$ cat config.mk
export PLATFORM = sky130hd
export DESIGN_NAME = piezo_tone_player_flat
export DESIGN_NICKNAME = d
export VERILOG_FILES = /design/src/rtl/piezo_tone_player_if.sv /design/src/rtl/piezo_tone_player.sv /design/src/flat_wrapper.sv
export SDC_FILE = /design/constraint.sdc
export NUM_CORES = 1
export LEC_CHECK = 0
export CORE_MARGIN = 2
export CORE_UTILIZATION = 45
export DETAILED_ROUTE_END_ITERATION = 16
export REMOVE_ABC_BUFFERS = 1
export SYNTH_ARGS = -nofsm -noshare
export SYNTH_HDL_FRONTEND = slang
export SYNTH_SLANG_ARGS = --single-unit
export TNS_END_PERCENT = 50
$ cat constraint.sdc
create_clock -name clk -period 4.3 [get_ports clk]
set_clock_uncertainty 0.1 [all_clocks]
set_input_delay 0.43 -clock clk [delete_from_list [all_inputs] [get_ports clk]]
set_output_delay 0.43 -clock clk [all_outputs]
set_load 0.02 [all_outputs]
$ cat src/rtl/piezo_tone_player_if.sv
// -----------------------------------------------------------------------------
// piezo_tone_player_if
// Groups the button-trigger input and the tone/display outputs of the piezo
// tone player into one bundle.
//   btn_trig   : one-cycle press pulses, bit i selects note i
//   piezo      : square-wave drive for the piezo
//   busy       : high while a tone plays
//   note_idx   : active or last-played note index
//   note_valid : high once any note has played since reset
// Modports:
//   master : the side that issues presses and observes the player
//   slave  : the tone player itself
// -----------------------------------------------------------------------------
interface piezo_tone_player_if;
  logic [7:0] btn_trig;
  logic       piezo;
  logic       busy;
  logic [2:0] note_idx;
  logic       note_valid;

  modport master (
    output btn_trig,
    input  piezo,
    input  busy,
    input  note_idx,
    input  note_valid
  );

  modport slave (
    input  btn_trig,
    output piezo,
    output busy,
    output note_idx,
    output note_valid
  );
endinterface

$ cat src/rtl/piezo_tone_player.sv
// -----------------------------------------------------------------------------
// piezo_tone_player
// Plays a fixed-length square-wave tone for each button press. Each of the
// eight buttons maps to one note of the C4..C5 scale. A press while a tone is
// playing restarts the tone with the new note. The active note index is
// exported for the display stage.
// Parameters:
//   CLK_HZ     : clock frequency in Hz (elaboration only)
//   DUR_CYCLES : tone length in clock cycles (>= 1)
// Ports:
//   clk : system clock, rising edge
//   rst : asynchronous, active-low reset
//   bus : slave side of piezo_tone_player_if (btn_trig in; piezo, busy,
//         note_idx, note_valid out)
// All outputs come straight from flops.
// -----------------------------------------------------------------------------
module piezo_tone_player #(
  parameter int CLK_HZ     = 25_000_000,
  parameter int DUR_CYCLES = 12_500_000
) (
  input  logic                 clk,
  input  logic                 rst,
  piezo_tone_player_if.slave   bus
);

  localparam int NOTES = 8;

  // Note frequencies in Hz, index 0 = C4 ... index 7 = C5.
  localparam int FREQ [NOTES] = '{262, 294, 330, 349, 392, 440, 494, 523};

  // The lowest note has the longest half-period, so it sizes the counter.
  // The counter never exceeds HALF-1, so $clog2(HALF_MAX) bits suffice.
  localparam int HALF_MAX = CLK_HZ / (2 * 262);
  localparam int HW       = (HALF_MAX > 1) ? $clog2(HALF_MAX) : 1;
  localparam int DW       = (DUR_CYCLES > 1) ? $clog2(DUR_CYCLES) : 1;

  localparam logic [DW-1:0] DUR_LAST = DW'(DUR_CYCLES - 1);

  typedef enum logic {
    IDLE = 1'b0,
    PLAY = 1'b1
  } state_t;

  state_t        state_reg,      state_next;
  logic [HW-1:0] half_cnt_reg,   half_cnt_next;
  logic [DW-1:0] dur_cnt_reg,    dur_cnt_next;
  logic          piezo_reg,      piezo_next;
  logic [2:0]    note_idx_reg,   note_idx_next;
  logic          note_valid_reg, note_valid_next;

  // Terminal count (HALF-1) for every note, all elaboration-time constants.
  logic [HW-1:0] half_last [NOTES];

  genvar gi;
  generate
    for (gi = 0; gi < NOTES; gi++) begin : g_half
      assign half_last[gi] = HW'(CLK_HZ / (2 * FREQ[gi]) - 1);
    end
  endgenerate

  logic       trig;
  logic [2:0] trig_idx;

  assign trig = |bus.btn_trig;

  // Priority encoder: scanning from the top down leaves the lowest set bit.
  always_comb begin
    trig_idx = '0;
    for (int i = NOTES - 1; i >= 0; i--) begin
      if (bus.btn_trig[i]) begin
        trig_idx = 3'(i);
      end
    end
  end

  always_comb begin
    state_next      = state_reg;
    half_cnt_next   = half_cnt_reg;
    dur_cnt_next    = dur_cnt_reg;
    piezo_next      = piezo_reg;
    note_idx_next   = note_idx_reg;
    note_valid_next = note_valid_reg;

    if (trig) begin
      // A press always starts a fresh tone, including on the expiry cycle.
      state_next      = PLAY;
      note_idx_next   = trig_idx;
      half_cnt_next   = '0;
      dur_cnt_next    = '0;
      piezo_next      = 1'b0;
      note_valid_next = 1'b1;
    end else begin
      case (state_reg)
        PLAY: begin
          if (dur_cnt_reg == DUR_LAST) begin
            state_next    = IDLE;
            half_cnt_next = '0;
            dur_cnt_next  = '0;
            piezo_next    = 1'b0;
          end else begin
            dur_cnt_next = dur_cnt_reg + 1'b1;
            if (half_cnt_reg == half_last[note_idx_reg]) begin
              half_cnt_next = '0;
              piezo_next    = ~piezo_reg;
            end else begin
              half_cnt_next = half_cnt_reg + 1'b1;
            end
          end
        end
        default: begin
          // IDLE: everything holds, note_idx keeps the last-played note.
        end
      endcase
    end
  end

  always_ff @(posedge clk or negedge rst) begin
    if (!rst) begin
      state_reg      <= IDLE;
      half_cnt_reg   <= '0;
      dur_cnt_reg    <= '0;
      piezo_reg      <= 1'b0;
      note_idx_reg   <= '0;
      note_valid_reg <= 1'b0;
    end else begin
      state_reg      <= state_next;
      half_cnt_reg   <= half_cnt_next;
      dur_cnt_reg    <= dur_cnt_next;
      piezo_reg      <= piezo_next;
      note_idx_reg   <= note_idx_next;
      note_valid_reg <= note_valid_next;
    end
  end

  // The state is a single flop, so busy is a registered output.
  assign bus.busy       = (state_reg == PLAY);
  assign bus.piezo      = piezo_reg;
  assign bus.note_idx   = note_idx_reg;
  assign bus.note_valid = note_valid_reg;

endmodule

$ cat src/flat_wrapper.sv
// flat-port wrapper written by rule: the top's interface ports become plain ports
module piezo_tone_player_flat 
#(
  parameter int CLK_HZ     = 25_000_000,
  parameter int DUR_CYCLES = 12_500_000
)
  (clk, rst, bus_btn_trig, bus_piezo, bus_busy, bus_note_idx, bus_note_valid);
  piezo_tone_player_if bus_i ();
  input  logic clk;
  input  logic rst;
  input wire logic [$bits(bus_i.btn_trig)-1:0] bus_btn_trig;
  output wire logic [$bits(bus_i.piezo)-1:0] bus_piezo;
  output wire logic [$bits(bus_i.busy)-1:0] bus_busy;
  output wire logic [$bits(bus_i.note_idx)-1:0] bus_note_idx;
  output wire logic [$bits(bus_i.note_valid)-1:0] bus_note_valid;
  assign bus_i.btn_trig = bus_btn_trig;
  assign bus_piezo = bus_i.piezo;
  assign bus_busy = bus_i.busy;
  assign bus_note_idx = bus_i.note_idx;
  assign bus_note_valid = bus_i.note_valid;
  piezo_tone_player #(.CLK_HZ(CLK_HZ), .DUR_CYCLES(DUR_CYCLES)) u_core (.clk(clk), .rst(rst), .bus(bus_i));
endmodule
# Yosys cells after proc, flatten, opt, wreduce, memory -nomap -nowiden
# Memory sizes are Yosys's and may differ from the RTL's.
# Index checks and enable logic that the tools add are counted.
[word_totals]
rom_bits = 128
latch_bits = 0
output_inout_bits = 6
ram_bits = 0
wordCells = 42
input_bits = 10
reg_bits = 46
mem_count = 1
[classes]
order_cmp = 1
reduce_logical = 4
div_mod_pow = 0
add_sub_neg = 2
multipliers = 0
bitwise_logic = 2
shift = 0
mux = 24
n_eq_ne = 2
[mem_list]
columns = ["name", "depth", "word_bits", "rd", "rd_ports_with_merged_regs", "write_ports", "line_no", "rtl"]
rows = [
  ["(no name shown)", 8, 16, 1, 0, 0, "piezo_tone_player.sv:102", "if (half_cnt_reg == half_last[note_idx_reg]) begin"],
]
[op_table]
columns = ["cell", "count"]
rows = [
  ["16-bit two-way mux", 6],
  ["24-bit two-way mux", 3],
  ["24-bit by 1-bit adder with 24-bit output (second input constant)", 1],
  ["24-bit equality test (second input constant)", 1],
  ["3-bit two-way mux", 8],
  ["16-bit by 1-bit adder with 16-bit output (second input constant)", 1],
  ["16-bit equality test", 1],
  ["8-bit OR reduction", 1],
  ["1-bit two-way mux", 7],
  ["4-bit greater-or-equal comparator (second input constant)", 1],
  ["3-bit NOT with 4-bit output", 1],
  ["3-bit nonzero test", 1],
  ["2-bit AND reduction", 1],
  ["2-bit nonzero test", 1],
  ["1-bit NOT", 1],
]

# Logic depth before layout (Yosys ltp)
# Gate-level depths: netlist of run 1.
[logic_depth]
depth_word = 9
mapped_depth = 9
ltp_nobuf = 8

# Worst setup path after synthesis of run 1
# OpenSTA, ideal clock, no wires.
[synth_timing]
path_kind = "reg-to-reg"
from = "register u_core.note_idx_reg[0] (netlist: u_core.bus.note_idx[0])"
to = "register u_core.piezo_reg (netlist: u_core.bus.piezo)"
slack_ns = 1.176
arrival_ns = 2.942
required_time_ns = 4.118
period_less_slack_ns = 3.124
setup_ns = 0.082
path_stages_with_launch = 9
n_path_buf = 0
path_cell_list = "dfrtp_1 > inv_1 > ha_1 > o21ai_0 > a21oi_1 > or4_1 > or4_4 > or4_1 > a31oi_1"
[synth_via]
elab_chain_cells = 7
[synth_rtl]
columns = ["element", "line_no", "rtl"]
rows = [
  ["start, declared", "piezo_tone_player.sv:48", "logic [2:0] note_idx_reg, note_idx_next;"],
  ["start signal, assigned", "piezo_tone_player.sv:130", "note_idx_reg <= note_idx_next;"],
  ["3-bit NOT with 4-bit output (not written as such)", "piezo_tone_player.sv:102", ""],
  ["memory read 8 x 16 bit", "-", ""],
  ["16-bit two-way mux (not written as such) (2 in a row)", "piezo_tone_player.sv:102", ""],
  ["16-bit equality test", "piezo_tone_player.sv:102", ""],
  ["3-bit nonzero test (no source line)", "-", ""],
  ["2-bit AND reduction (no source line)", "-", ""],
  ["end signal, assigned", "piezo_tone_player.sv:129", "piezo_reg <= piezo_next;"],
  ["end, declared", "piezo_tone_player.sv:47", "logic piezo_reg, piezo_next;"],
]
# No other way between the ends. The select of a mux whose other input is x is not followed.
# A chain may end at the register's enable or synchronous reset.

# Worst setup path in the final report of run 1
[layout_timing]
from = "register u_core.note_idx_reg[1] (netlist: u_core.bus.note_idx[1])"
to = "register u_core.piezo_reg (netlist: u_core.bus.piezo)"
# Same word-level chain as after synthesis.

==> flow_metrics.env, run 1 <==
export IMPL_outcome="completed"
export IMPL_cp_required_ns=4.43
export IMPL_overflow=0
export IMPL_start_util_pct=46.4
export IMPL_drc_errors=0
export IMPL_min_path_type="input port to async pin"
export IMPL_place_port_buffers=15
export IMPL_path_class="register to register"
export IMPL_drv_cap=0
export IMPL_timing_final_ws_setup_ns=1.01
export IMPL_rsz0062_at_grt="false"
export IMPL_finalSetupViolations=0
export IMPL_avgSynthCellArea_um2=8.60
export IMPL_syn_inst=341
export IMPL_cts_made_buffers=5
export IMPL_synth_seq_area_share_pct=39.3
export IMPL_synth_top_area_share_pct=39.3
export IMPL_grt_max_degree=47
export IMPL_grtUsageTotal_pct=21.0
export IMPL_routed_wl_um=7000
export IMPL_clk_pin_slew_ns=0.09
export IMPL_clock_sinks=46
export IMPL_hold_buffers=0
export IMPL_setup_tns_ns=0
export IMPL_start_kind="register"
export IMPL_yosysTopAreaCell="dfrtp_1"
export IMPL_cts_resized=0
export IMPL_insertedDiodeCount=0
export IMPL_antenna_found_initial=0
export IMPL_drive_gt1_share_pct=6.80
export IMPL_h_tree_depth=2
export IMPL_async_reset_ff_share_pct=100
export IMPL_cts_buffer_depth=2
export IMPL_finalCritPeriodShare_pct=76.6
export IMPL_setup_worst_path_end_class="register"
export IMPL_die_h_um=84.7
export IMPL_hold_viol_final=0
export IMPL_clock_root_buffer="clkbuf_8"
export IMPL_maxSlewViolCount=0
export IMPL_largest_register_ffs=24
export IMPL_rows=29
export IMPL_nets=371
export IMPL_worstPathArrival_ns=3.42
export IMPL_detail_route_antenna_nets=0
export IMPL_synthFlopType="dfrtp_1"
export IMPL_peakVddDrop_v=0.000129
export IMPL_max_slew_margin_pct=30.4
export IMPL_syn_area_um2=2930
export IMPL_vias=2587
export IMPL_place_congestion=0.893
export IMPL_pin_count=16
export IMPL_crit_fanout=10
export IMPL_dr_pass1_iters=4
export IMPL_wire_per_inst_um=16.3
export IMPL_cts_tree="built"
export IMPL_core_area_um2=6310
export IMPL_synth_edf_count=0
export IMPL_p_leak_nw=1.25
export IMPL_clock_fmax_ghz=0.304
export IMPL_synth_cell_types=51
export IMPL_dp_hpwl_um=4930
export IMPL_ys_ff_latch=46
export IMPL_die_w_um=84.7
export IMPL_grt_pass1_wl_um=12300
export IMPL_pwr_density_cell_nw_per_um2=245
export IMPL_pre_cts_ws_ns=0.977
export IMPL_yosysWarnings=0
export IMPL_synth_area_top_cells="dfrtp_1 39%, o21ai_0 7.9%, xnor2_1 3.9%"
export IMPL_grt_pass1_vias=2474
export IMPL_insertion_delay_ns=0.30
export IMPL_fin_crit_ns=3.29
export IMPL_drt_vias_per_instance=6.02
export IMPL_tightest_slew_ns=1.04
export IMPL_syn_to_final_growth_pct=11.4
export IMPL_postCtsSetupRepairBufs=0
export IMPL_drtIter0Drc=93
export IMPL_die_area_um2=7180
-- layer usage --
| layer | vias to the layer above | global-route usage [%] | part of all wire [%] |
|---|---|---|---|
| met4 | 0 | 5.48 | 1.0 |
| met3 | 6 | 3.05 | 1.7 |
| met5 | - | 0 | 0 |
| li1 | 1305 | - | - |
| met2 | 23 | 34.9 | 47 |
| met1 | 1253 | 28.9 | 50 |
-- cell usage after synthesis (2+ instances only) --
master,instances
o22ai_1,3
a211oi_1,15
a21oi_1,10
clkbuf_1,16
a31oi_1,10
and4_1,2
xnor2_1,13
nor2b_1,2
nand4_1,12
o21ai_0,46
nand2_1,24
and3_1,12
o211ai_1,3
o41ai_1,2
xor2_1,4
dfrtp_1,46
nor4_1,7
inv_1,11
nor3_1,12
nand2b_1,5
nand3b_1,2
or2_2,3
nor2_1,20
or4_1,6
o31ai_1,5
a41oi_1,2
ha_1,9
nand3_1,16
-- cell families after synthesis --
logic type | after synthesis | synth area share [%]
compound gates | 105 | 22.2
mux | 1 | 0.341
flops | 46 | 39.3
buf+inv | 29 | 4.01
xor+xnor | 17 | 5.08
simple gates | 134 | 25.3
fa+ha+maj | 9 | 3.84
-- worst paths after layout --
check | start | end | slack [ns] | depth (start not counted)
worst max register to register | u_core.bus.note_idx[1] | u_core.bus.piezo | 1.01 | 8
max in group asynchronous | rst | u_core.bus.note_idx[1] | 3.24 | 1
worst min-delay path | rst | u_core.half_cnt_reg[6] | 0.20 | 1
min in group clk | u_core.dur_cnt_reg[23] | u_core.dur_cnt_reg[23] | 0.38 | 1
worst min register to register | u_core.dur_cnt_reg[23] | u_core.dur_cnt_reg[23] | 0.38 | 1
worst max-delay path | u_core.bus.note_idx[1] | u_core.bus.piezo | 1.01 | 8
-- cells in the final DEF, fill, tap and decap left out, types with 3 or more instances in the layout --
cell type	n
a21oi_1	10
o21ai_0	46
xor2_1	4
o31ai_1	5
nor3_1	11
or4_1	6
a31oi_1	10
o211ai_1	3
dfrtp_1	46
xnor2_1	13
o22ai_1	3
nand4_1	12
clkbuf_8	8
nand2_1	24
nand2b_1	5
nor2_1	20
ha_1	9
clkdlybuf4s50_1	14
a211oi_1	15
nor4_1	7
or2_2	3
and3_1	12
buf_4	7
inv_1	11
nand3_1	16
-- stage by stage --
step	util, %	power [mW]	instance area (µm²)	hold slack (ns)	cells
floorplan	-	0.472	2860	0.0344	323
global placement	50.0	0.500	3150	0.356	422
detailed placement	50.0	0.500	3150	0.372	422
CTS	51.7	0.813	3260	0.247	430
global route	51.7	0.835	3260	0.312	430
finish	51.7	0.801	3260	0.203	430
-- cell type report --
class / instances / area [µm²]
clock buffers: 8 / 110
repair buffers: 22 / 198
inverters: 11 / 41.3
well taps: 77 / 96.3
flip-flops and latches: 46 / 1150
multi-input cells: 266 / 1670
fillers: 625 / 3050
-- worst max-delay path: stages, from the launching register on --
cell	delay [ns]
dfrtp_1	0.56
inv_1	0.18
ha_1	0.36
o21ai_0	0.20
a21oi_1	0.08
or4_1	0.52
or4_4	0.56
or4_1	0.48
a31oi_1	0.16
-- where the power goes --
group          switching (mW)  internal (mW)  total (mW)
combinational          0.0294         0.0222      0.0516
clock                   0.149          0.163       0.311
sequential            0.00482          0.434       0.438
total                   0.183          0.618       0.801
(Power assumes the default switching activity.)
==> inputs of run 2 (changes only) <==
--- a/config.mk
+++ b/config.mk
@@ -8,6 +8,7 @@
 export CORE_MARGIN = 2
 export CORE_UTILIZATION = 45
 export DETAILED_ROUTE_END_ITERATION = 16
+export PLACE_DENSITY = 0.65
 export REMOVE_ABC_BUFFERS = 1
 export SYNTH_ARGS = -nofsm -noshare
 export SYNTH_HDL_FRONTEND = slang
==> constraint.sdc (replaced) <==
create_clock -name clk -period 2.85 [get_ports clk]
set_clock_uncertainty 0.1 [all_clocks]
set_input_delay 0.285 -clock clk [delete_from_list [all_inputs] [get_ports clk]]
set_output_delay 0.285 -clock clk [all_outputs]
set_load 0.02 [all_outputs]
==> run 2 against run 1 <==
Effect of this change:
- clock power up 65%
- largest power group unchanged
- die area is the same
- global-route usage decreased by 0.052 points
- combinational power increased by 100%
- hold slack worse by 0.16 ns
- first-iteration DRC count is 120% higher
- critical path depth unchanged
- worst setup slack worse by 0.94 ns
- sequential share of layout area decreased by 1.6 points
- via count is 3.4% higher
==> flow_metrics.env, run 2 (same netlist as run 1, synthesis figures left out) <==
export IMPL_combPwrFrac_pct=8.1
export IMPL_detail_route_antenna_nets=0
export IMPL_path_class="register to register"
export IMPL_clock_fmax_ghz=0.360
export IMPL_dr_pass1_iters=5
export IMPL_drv_cap=0
export IMPL_wire_per_inst_um=16.0
export IMPL_hold_viol_final=0
export IMPL_finalCritPeriodShare_pct=97.5
export IMPL_cp_required_ns=2.97
export IMPL_tightest_slew_ns=1.03
export IMPL_antenna_found_initial=0
export IMPL_clk_pin_slew_ns=0.10
export IMPL_dpl_cell_count=433
export IMPL_largest_register_ffs=24
export IMPL_clock_power_share_pct=40.3
export IMPL_total_power_mw=1.27
export IMPL_cts_made_buffers=5
export IMPL_fin_crit_ns=2.78
export IMPL_min_path_type="input port to async pin"
export IMPL_max_slew_margin_pct=31.1
export IMPL_grt_pass1_vias=2609
export IMPL_nets=387
export IMPL_max_stage_delay_ns=0.53
export IMPL_place_port_buffers=15
export IMPL_finalSetupViolations=0
export IMPL_swShare_pct=23.7
export IMPL_outcome="completed"
export IMPL_cts_buffer_depth=2
export IMPL_seqPwrFrac_pct=51.6
export IMPL_maxSlewViolCount=0
export IMPL_rows=29
export IMPL_drtIter0Drc=202
export IMPL_syn_to_final_growth_pct=16.8
export IMPL_clock_sinks=46
export IMPL_cp_top_family="simple AND/OR/NAND/NOR gates"
export IMPL_p_leak_nw=1.33
export IMPL_postPlaceCellArea_um2=3240
export IMPL_core_area_um2=6310
export IMPL_grt_pass1_wl_um=12400
export IMPL_cpMaxStageDelayCell="or4_4"
export IMPL_p_sw_mw=0.302
export IMPL_fillCellCount=598
export IMPL_routed_wl_um=7130
export IMPL_start_util_pct=46.4
export IMPL_start_kind="register"
export IMPL_insertion_delay_ns=0.31
export IMPL_vias=2676
export IMPL_hold_buffers=0
export IMPL_peakVddDrop_v=0.000351
export IMPL_rsz0062_at_grt="false"
export IMPL_timing_final_ws_setup_ns=0.0723
export IMPL_worstPathArrival_ns=2.90
export IMPL_crit_fanout=5
export IMPL_dp_hpwl_um=4920
export IMPL_clock_root_buffer="clkbuf_8"
export IMPL_insertedDiodeCount=0
export IMPL_drc_errors=0
export IMPL_crit_chain="inv_2 > ha_4 > nor2_1 > o21ba_1 > or4_1 > or4_4 > or4_1 > a31oi_1"
export IMPL_die_area_um2=7180
export IMPL_grt_max_degree=47
export IMPL_setup_tns_ns=0
export IMPL_die_h_um=84.7
export IMPL_h_tree_depth=2
export IMPL_drt_vias_per_instance=6.00
export IMPL_postLayoutCellArea_um2=3420
export IMPL_die_w_um=84.7
export IMPL_final_cell_mix="46 x dfrtp_1, 44 x o21ai_0, 24 x nand2_1, 22 x buf_4, 20 x nor2_1"
export IMPL_setup_worst_path_end_class="register"
export IMPL_critPathMostFrequentCell="or4_1"
export IMPL_pre_cts_ws_ns=-0.0537
export IMPL_cts_tree="built"
export IMPL_pin_count=16
export IMPL_grtUsageTotal_pct=21.0
export IMPL_final_common_cell="dfrtp_1"
export IMPL_drive_gt1_share_pct=12.2
export IMPL_pwr_density_cell_nw_per_um2=372
export IMPL_place_congestion=0.846
export IMPL_overflow=0
export IMPL_p_int_mw=0.971
export IMPL_finalNonFillerCells=446
export IMPL_worst_path_buf_inv=1
run 2: power by group through the flow:
stage                     Sequential (mW)  Combinational (mW)  Clock (mW)
after CTS                           0.656              0.0977       0.524
after floorplan                     0.675              0.0365           0
after global routing                0.657               0.116       0.554
after global placement              0.669              0.0904           0
after detailed placement            0.669              0.0910           0
final                               0.657               0.104       0.513
run 2: path summary, 6_finish.rpt:
check	slack (ns)	from	to	depth (start not counted)
min in group clk	0.38	u_core.dur_cnt_reg[23]	u_core.dur_cnt_reg[23]	1
min	0.05	rst	u_core.dur_cnt_reg[8]	1
max	0.07	u_core.bus.note_idx[1]	u_core.bus.piezo	8
max in group asynchronous	1.95	rst	u_core.half_cnt_reg[5]	1
max reg2reg	0.07	u_core.bus.note_idx[1]	u_core.bus.piezo	8
min reg2reg	0.38	u_core.dur_cnt_reg[23]	u_core.dur_cnt_reg[23]	1
run 2: final cells by class:
type | count | area (µm²) | area share, %
Multi-Input combinational cell | 266 | 1700 | 49.6
Sequential cell | 46 | 1150 | 33.6
Timing Repair Buffer | 38 | 322 | 9.39
Tap cell | 77 | 96.3 | 2.81
Clock buffer | 5 | 68.8 | 2.01
Clock inverter | 3 | 47.5 | 1.39
Inverter | 11 | 41.3 | 1.21
run 2: what timing repair did:
action	4_1_cts	5_1_grt
resized for setup	3	6
setup endpoints to repair	1	8
setup buffers	2	3
pin swaps	0	6
run 2: per-stage QoR:
step | hold slack (ns) | util [%]
2_1_floorplan | -0.111 | -
3_3_place_gp | 0.359 | 51.3
3_5_place_dp | 0.362 | 51.3
4_1_cts | 0.0818 | 53.6
5_1_grt | 0.131 | 54.2
6_report | 0.0470 | 54.2
run 2: layer usage:
layer	part of all wire, %	vias up	global-route usage, %	wire length (µm)
li1	-	1339	-	-
met1	48	1272	29.8	3450
met2	47	57	34.0	3350
met3	3.9	8	3.05	277
met4	0.86	0	5.19	61
met5	0	-	0	0
